### src/rtl/fx2_cmd_reader.sv
// FX2 slave-FIFO OUT-endpoint reader: pops [len][cmd][payload] frames, emits a header
// strobe plus a ready/valid payload stream, and shares the bus through req/gnt.
module fx2_cmd_reader #(
  parameter logic [1:0]  OUT_EP_ADDR = 2'b00,
  parameter int unsigned MAX_LEN     = 8,
  parameter int unsigned TIMEOUT     = 1024
) (
  input  logic       fx2_clk,
  input  logic       reset_n,
  input  logic [2:0] fx2_flags,
  input  logic [7:0] fx2_fd,
  output logic       fx2_slrd,
  output logic       fx2_sloe,
  output logic [1:0] fx2_fifoadr,
  output logic       bus_req,
  input  logic       bus_gnt,
  output logic       cmd_valid,
  output logic [7:0] cmd_code,
  output logic [7:0] cmd_len,
  output logic [7:0] pl_data,
  output logic       pl_valid,
  input  logic       pl_ready,
  output logic       pl_last,
  output logic       frame_err
);

  localparam int unsigned TW       = (TIMEOUT > 1) ? $clog2(TIMEOUT) : 1;
  localparam logic [TW-1:0] TMO_LAST = TW'(TIMEOUT - 1);
  localparam logic [8:0]    MAX_LEN9 = 9'(MAX_LEN);

  typedef enum logic [2:0] {S_IDLE, S_WAIT_GNT, S_OE, S_RD, S_DONE} state_t;

  state_t        state_q, state_d;
  logic          slrd_q, slrd_d;
  logic [8:0]    idx_q, idx_d;
  logic [7:0]    len_q, len_d;
  logic [TW-1:0] tmo_q, tmo_d;
  logic          cmd_valid_q, cmd_valid_d;
  logic [7:0]    cmd_code_q, cmd_code_d;
  logic [7:0]    cmd_len_q, cmd_len_d;
  logic [7:0]    pl_data_q, pl_data_d;
  logic          pl_valid_q, pl_valid_d;
  logic          pl_last_q, pl_last_d;
  logic          frame_err_q, frame_err_d;

  logic empty_n, out_free, oversize, last_byte, pop;
  logic unused_flags;

  assign unused_flags = ^fx2_flags[2:1];
  assign empty_n   = fx2_flags[0];
  assign out_free  = !pl_valid_q || pl_ready;
  assign oversize  = {1'b0, len_q} > MAX_LEN9;
  assign last_byte = (idx_q != '0) && (idx_q == ({1'b0, len_q} + 9'd1));
  // slrd_q high means the previous cycle was not a pop: limits reads to 1 byte / 2 clocks
  assign pop       = (state_q == S_RD) && empty_n && bus_gnt && slrd_q && out_free;

  always_ff @(posedge fx2_clk) begin
    if (!reset_n) begin
      state_q     <= S_IDLE;
      slrd_q      <= 1'b1;
      idx_q       <= '0;
      len_q       <= '0;
      tmo_q       <= '0;
      cmd_valid_q <= 1'b0;
      cmd_code_q  <= '0;
      cmd_len_q   <= '0;
      pl_data_q   <= '0;
      pl_valid_q  <= 1'b0;
      pl_last_q   <= 1'b0;
      frame_err_q <= 1'b0;
    end else begin
      state_q     <= state_d;
      slrd_q      <= slrd_d;
      idx_q       <= idx_d;
      len_q       <= len_d;
      tmo_q       <= tmo_d;
      cmd_valid_q <= cmd_valid_d;
      cmd_code_q  <= cmd_code_d;
      cmd_len_q   <= cmd_len_d;
      pl_data_q   <= pl_data_d;
      pl_valid_q  <= pl_valid_d;
      pl_last_q   <= pl_last_d;
      frame_err_q <= frame_err_d;
    end
  end

  always_comb begin
    state_d     = state_q;
    slrd_d      = 1'b1;
    idx_d       = idx_q;
    len_d       = len_q;
    tmo_d       = tmo_q;
    cmd_valid_d = 1'b0;
    cmd_code_d  = cmd_code_q;
    cmd_len_d   = cmd_len_q;
    pl_data_d   = pl_data_q;
    pl_valid_d  = pl_valid_q;
    pl_last_d   = pl_last_q;
    frame_err_d = 1'b0;

    if (pl_valid_q && pl_ready) begin
      pl_valid_d = 1'b0;
      pl_last_d  = 1'b0;
    end

    case (state_q)
      S_IDLE: begin
        idx_d = '0;
        tmo_d = '0;
        if (empty_n) state_d = S_WAIT_GNT;
      end
      S_WAIT_GNT: begin
        if (bus_gnt) state_d = S_OE;
      end
      S_OE: begin
        state_d = S_RD;
      end
      S_RD: begin
        // losing the grant keeps the frame position and re-enters through OE
        if (!bus_gnt) begin
          state_d = S_WAIT_GNT;
        end else if (pop) begin
          slrd_d = 1'b0;
          tmo_d  = '0;
          if (idx_q == '0) begin
            len_d = fx2_fd;
          end else if (idx_q == 9'd1) begin
            if (!oversize) begin
              cmd_valid_d = 1'b1;
              cmd_code_d  = fx2_fd;
              cmd_len_d   = len_q;
            end
          end else if (!oversize) begin
            pl_data_d  = fx2_fd;
            pl_valid_d = 1'b1;
            pl_last_d  = last_byte;
          end
          if (last_byte) begin
            state_d     = S_DONE;
            idx_d       = '0;
            frame_err_d = oversize;
          end else begin
            idx_d = idx_q + 9'd1;
          end
        end else if (!empty_n && out_free) begin
          if (tmo_q == TMO_LAST) begin
            frame_err_d = 1'b1;
            tmo_d       = '0;
            state_d     = S_IDLE;
          end else begin
            tmo_d = tmo_q + TW'(1);
          end
        end
      end
      S_DONE: begin
        state_d = S_IDLE;
      end
      default: state_d = S_IDLE;
    endcase
  end

  assign fx2_slrd    = slrd_q;
  assign fx2_sloe    = !((state_q == S_OE) || (state_q == S_RD));
  assign fx2_fifoadr = OUT_EP_ADDR;
  assign bus_req     = (state_q == S_WAIT_GNT) || (state_q == S_OE) || (state_q == S_RD);
  assign cmd_valid   = cmd_valid_q;
  assign cmd_code    = cmd_code_q;
  assign cmd_len     = cmd_len_q;
  assign pl_data     = pl_data_q;
  assign pl_valid    = pl_valid_q;
  assign pl_last     = pl_last_q;
  assign frame_err   = frame_err_q;

endmodule

### config.mk
export PLATFORM = sky130hd
export DESIGN_NAME = fx2_cmd_reader
export DESIGN_NICKNAME = d
export VERILOG_FILES = /design/src/rtl/fx2_cmd_reader.sv
export SDC_FILE = /design/constraint.sdc
export NUM_CORES = 1
export LEC_CHECK = 0
export CELL_PAD_IN_SITES_DETAIL_PLACEMENT = 0
export CELL_PAD_IN_SITES_GLOBAL_PLACEMENT = 1
export CORE_MARGIN = 4
export CORE_UTILIZATION = 36
export DETAILED_ROUTE_END_ITERATION = 16
export PLACE_DENSITY = 0.84
export SYNTH_ARGS = -nofsm -noshare
export SYNTH_HDL_FRONTEND = slang
export SYNTH_SLANG_ARGS = --single-unit
### constraint.sdc
create_clock -name fx2_clk -period 2.07 [get_ports fx2_clk]
set_input_delay 0.5175 -clock fx2_clk [delete_from_list [all_inputs] [get_ports fx2_clk]]
set_output_delay 0.5175 -clock fx2_clk [all_outputs]
set_load 0.05 [all_outputs]
==> results of run 1 <==
==> per-stage QoR <==
step	utilization (%)	instances
after floorplan	-	368
after global placement	50.1	551
after detailed placement	50.1	551
after CTS	53.9	571
after global routing	55.7	572
final	55.7	572
==> synth_stat cells, drive strengths merged, types with 4 or more instances <==
cell,count,area [um^2]
nor4,7,43.8
dfxtp,59,1180
ha,6,75.1
nand4,6,37.5
nor2b,4,25.0
xnor2,15,131
clkbuf,14,52.6
buf,12,82.6
mux2i,8,80.1
a21oi,29,149
inv,11,41.3
nand3,17,97.6
o21ai,6,30.0
nand4b,4,50.1
and3,7,43.8
nor3,8,40.0
a31oi,4,25.0
xor2,4,35.0
a211oi,6,45.0
nand2,59,221
nand2b,6,37.5
nor2,34,128
==> logic make-up (layout without fill, tap and decap cells) <==
logic type      Yosys count  after routing  share of synthesized area, %
buf+inv                  37            138                          5.90
xor+xnor                 19             19                          5.57
other cells               1              2                         0.125
mux                       8              8                          2.68
simple gates            166            167                          27.6
compound gates           71             71                          16.1
flops                    59             59                          39.5
fa+ha+maj                 6              6                          2.51
==> layout make-up <==
class                      count  area (um^2)  area share (%)
multi-input combinational    273         1820            41.5
timing repair buffer         111          990            22.5
clock inverter                 6         88.8            2.02
clock buffer                  10          128            2.91
tap                          102          128            2.91
sequential                    59         1190            27.2
inverter                      11         41.3           0.940
==> layer usage <==
| metal | track usage [%] | vias up | wire [um] |
|---|---|---|---|
| li1 | - | 1484 | - |
| met1 | 20.2 | 1361 | 3650 |
| met2 | 29.3 | 57 | 4070 |
| met3 | 5.05 | 7 | 412 |
| met4 | 5.04 | 0 | 65 |
| met5 | 0 | - | 0 |
==> final timing paths <==
| path | from | end | slack [ns] | cells past startpoint |
|---|---|---|---|---|
| hold reg to reg | cmd_len[3] | cmd_len[3] | 0.45 | 2 |
| setup reg to reg | idx_q[6] | state_q[1] | -0.04 | 8 |
| hold / removal | cmd_len[3] | cmd_len[3] | 0.45 | 2 |
| setup / recovery | idx_q[6] | state_q[1] | -0.04 | 8 |
==> power by group <==
group          switching (mW)  total, mW  internal [mW]  leakage, nW
combinational           0.259      0.486          0.227         1.19
clock                   0.495       1.17          0.680        0.103
sequential             0.0164       1.16           1.15        0.478
==> critical path, stage by stage, from the launching register on <==
cell and delay (ns):
dfxtp_1 0.46, nand3b_1 0.19, nor2_1 0.06, o41a_1 0.40
buf_4 0.16, a32oi_4 0.18, buf_6 0.16, a21oi_2 0.06
o311a_1 0.32
==> layout by cell type, fill, tap and decap left out, types with 4 or more instances in the layout <==
master	n
and3_1	7
dfxtp_1	54
nor2_1	34
a211oi_1	5
dlymetal6s2s_1	5
ha_1	4
clkdlybuf4s50_1	32
buf_4	65
nor3_1	7
xnor2_1	15
nand4_1	6
inv_1	10
mux2i_1	8
xor2_1	4
nand2_1	56
buf_6	4
a21oi_1	26
nand3_1	16
nand2b_1	6
clkbuf_8	9
==> repair_timing <==
| action | in CTS | in global routing |
|---|---|---|
| buffers inserted | 2 | 1 |
| gates cloned | 2 | 0 |
| resized for setup | 15 | 28 |
| endpoints found under the setup margin | 34 | 46 |
| pin swaps | 6 | 4 |
==> registers in the layout, indices dropped and copies added (netlist names) <==
name	cells
len_q	8
pl_valid	1
frame_err	1
cmd_valid	1
pl_last	1
pl_data	8
fx2_slrd	1
idx_q	9
cmd_code	8
state_q	3
cmd_len	8
tmo_q	10
==> metrics, run 1 <==
Detail Placement HPWL=between 5 and 6 mm; first-pass GRT wire length=13.5 mm; Hold Vio Cnt, Final=0; TritonCTS clock tree=built; Peak Freq=between 400 and 500 MHz; share of layout cells above drive strength 1=around 27%; Global Route Usage Sum=16.9%; Die Y-Extent=a little under 100 um; Mapped Area=2990 um^2; DR vias/cell=5.09; drt drc=0; cts hold-fix bufs=0; worst vdd ir=~0.37 mV; final setup fails=1; total negative setup slack=-0.0380 ns; DP Area=between 3000 and 4000 um^2; Critical Path Sink Type=flip-flop; status=complete, but fails checks; RD Place Congestion=0.827; largest net degree at the start of global routing=34; Mapped Cells=between 300 and 400; H-tree levels=3; Clock Latency Late Sink=0.35 ns; Antenna diodes=0; clk slew on worst S/H paths=0.07 ns; Crit Path Max Fanout=5; max cap viols=0; post-layout net count=486; Filler Cells Inserted=~710; yosys warns=0; grt ovf=0; CP Launch Type=flip-flop; root buf cell=clkbuf_8; Post-synth EDFFs=0; Main synth FF type=dfxtp_1; Starting DRT DRC Count=roughly 110; Leakage=1.77 nW; Die W=99.1 um; die area=9820 um^2; Final Skew=0.00542 ns; HP Class=reg -> reg; num rows=32; post-synth cell types=52; Data required, critical path=between 2 and 2.5 ns; vias in the first global route=approximately 2800; port bufs=43; Area Overhead vs Synth=46.9%; final instance area=approximately 4400 um^2; initial antenna violation count=0; final setup margin=-0.0380 ns; num ports=between 40 and 50; type of the worst setup path=reg -> reg; first-pass detailed-route iteration total=5; post-synthesis sequential area ratio=around two fifths; fin crit period=approximately 2.1 ns; relative slew slack=64.3%; Overall Power=about 2.8 mW; fin crit share=102%; DR WL/cell=14.3 um; Mean Syn Cell Area=8.14 um^2; measured slew at the worst slew-check pin=0.534 ns; RSZ-0062 raised after global routing=yes; failing checks=negative setup slack; max-slew violation count=0; crit path DAT=between 2 and 2.5 ns; core area=about 7900 um^2; CTS buffer count=9; clk buf depth=2; Initial Utilization=a little under two fifths; Async S/R FF share, synth=0%; clock sink total=59; Hold Worst Slack=0.453 ns; via count=roughly 2900; Yosys reg bits=59; drt total wl=8.19 mm; Pwr Density=~640 nW/um^2; ANT nets after route=0; Setup WS pre-CTS=-0.456 ns
Power figures use the tool's default switching activity.
==> run 2: changes to the inputs <==
- ABC_CLOCK_PERIOD_IN_PS: default -> 2070
- CAP_MARGIN: default -> 5
- RECOVER_POWER: default -> 25
==> metrics, run 2 (same netlist as run 1, synthesis figures left out) <==
critical path launch point=idx_q[6]; RSZ-0062 raised after global routing=yes; share of layout cells above drive strength 1=around 26%; DR WL/cell=between 10 and 15 um; status=complete, but fails checks; CP endpoint=state_q[1]; drt total wl=~8.1 mm; ANT nets after route=0; DR vias/cell=~5.1; Initial Utilization=37.9%; Hold Vio Cnt, Final=0; Detail Placement HPWL=roughly 5.8 mm; Clock Latency Late Sink=0.34 ns; Setup WS pre-CTS=-0.456 ns; root buf cell=clkbuf_8; first-pass detailed-route iteration total=4; RD Place Congestion=0.827; H-tree levels=3; crit path cell chain=nand3b_1 -> nor2_1 -> o41a_1 -> buf_4 -> a32oi_4 -> buf_6 -> a21oi_2 -> o311a_1; core area=between 7000 and 8000 um^2; grt ovf=0; max cap viols=0; worst path buffer plus inverter count=2; final setup fails=2; commonest non-fill, non-tap cells in the layout=59 x buf_4, 56 x nand2_1, 54 x dfxtp_1; port bufs=43; Peak Freq=approximately 470 MHz; largest net degree at the start of global routing=34; clk slew on worst S/H paths=0.07 ns; num ports=48; Top Registers=tmo_q: 10 flops, idx_q: 9 flops; fin crit share=102%; CTS buffer count=9; num rows=32; final setup margin=-0.0400 ns; reg2reg path depth=8; Starting DRT DRC Count=83; DP Area=~4000 um^2; Max stage delay on crit path=0.46 ns; max-slew violation count=0; failing checks=negative setup slack; Data required, critical path=around 2.3 ns; Die W=99.1 um; drt drc=0; reg2reg setup slack=-0.04 ns; reg2reg end=state_q[1]; vias in the first global route=between 2000 and 3000; Overall Power=2.82 mW; Die Y-Extent=99.1 um; RR Startpoint=idx_q[6]; total negative setup slack=-0.0421 ns; measured slew at the worst slew-check pin=0.664 ns; TritonCTS clock tree=built; max FFs per register=10; Pwr Density=approximately 650 nW/um^2; fin crit period=2.11 ns; Leakage=approximately 1.6 nW; Critical Path Sink Type=flip-flop; final instance area=roughly 4300 um^2; worst vdd ir=0.369 mV; clock sink total=59; Crit Path Max Fanout=5; clk buf depth=2; relative slew slack=a little under three fifths; Top reg by flops=tmo_q; Final Skew=approximately 0.0064 ns; first-pass GRT wire length=approximately 13 mm; Antenna diodes=0; Slowest-stage cell, CP=dfxtp_1; initial antenna violation count=0; Global Route Usage Sum=16.9%; commonest non-fill, non-tap cell in the layout=buf_4; Hold Worst Slack=~0.45 ns; CP Launch Type=flip-flop; die area=9820 um^2; via count=between 2000 and 3000; crit path DAT=2.34 ns; crit-path leading delay family=compound AO/OA/AOI/OAI gates; HP Class=reg -> reg; type of the worst setup path=reg -> reg; post-layout net count=486; Area Overhead vs Synth=44.7%; Stages on worst setup path=8
[run 2: area by class of cell]
cell class / count / area, um^2
Fill cell: 725 / 3560
Inverter: 11 / 41.3
Multi-Input combinational cell: 273 / 1820
Timing Repair Buffer: 111 / 925
Clock inverter: 6 / 88.8
Sequential cell: 59 / 1190
Clock buffer: 10 / 128
Tap cell: 102 / 128
[run 2: per-layer routing]
metal,vias up,global-route usage [%],share of wire (%)
met5,-,0,0
met4,0,5.04,0.18
met3,2,5.05,5.6
met2,64,29.3,50
met1,1345,20.2,44
li1,1487,-,-
[run 2: worst min-delay path by stage]
stage,from,end,slack (ns),cells past startpoint
after CTS,cmd_len[3],cmd_len[3],0.46,2
final,cmd_len[3],cmd_len[3],0.45,2
after global routing,cmd_code[7],cmd_code[7],0.48,2
after floorplan,tmo_q[1],tmo_q[1],0.46,2
after global placement,cmd_code[4],cmd_code[4],0.44,2
after detailed placement,cmd_len[3],cmd_len[3],0.45,2
[run 2: tightest hold or removal path: stages (launching register included)]
cell	delay, ns
dfxtp_1	0.31
nand2_1	0.05
a21oi_1	0.05
[run 2: power by group]
group	internal [mW]	switching, mW
logic	0.226	0.257
clock network	0.680	0.492
registers	1.15	0.0160
total	2.05	0.766
[run 2: stage by stage]
step	std cells	util, %
after detailed placement	551	50.1
after CTS	571	53.9
final	572	54.8
after global placement	551	50.1
after global routing	572	54.8
after floorplan	368	-
[run 2: repair_timing]
action / 4_1_cts / 5_1_grt
resized for setup: 15 / 28
setup endpoints to repair: 34 / 46
gates cloned: 2 / 0
pin swaps: 6 / 4
setup buffers: 2 / 1
hold buffers: 0 / 0
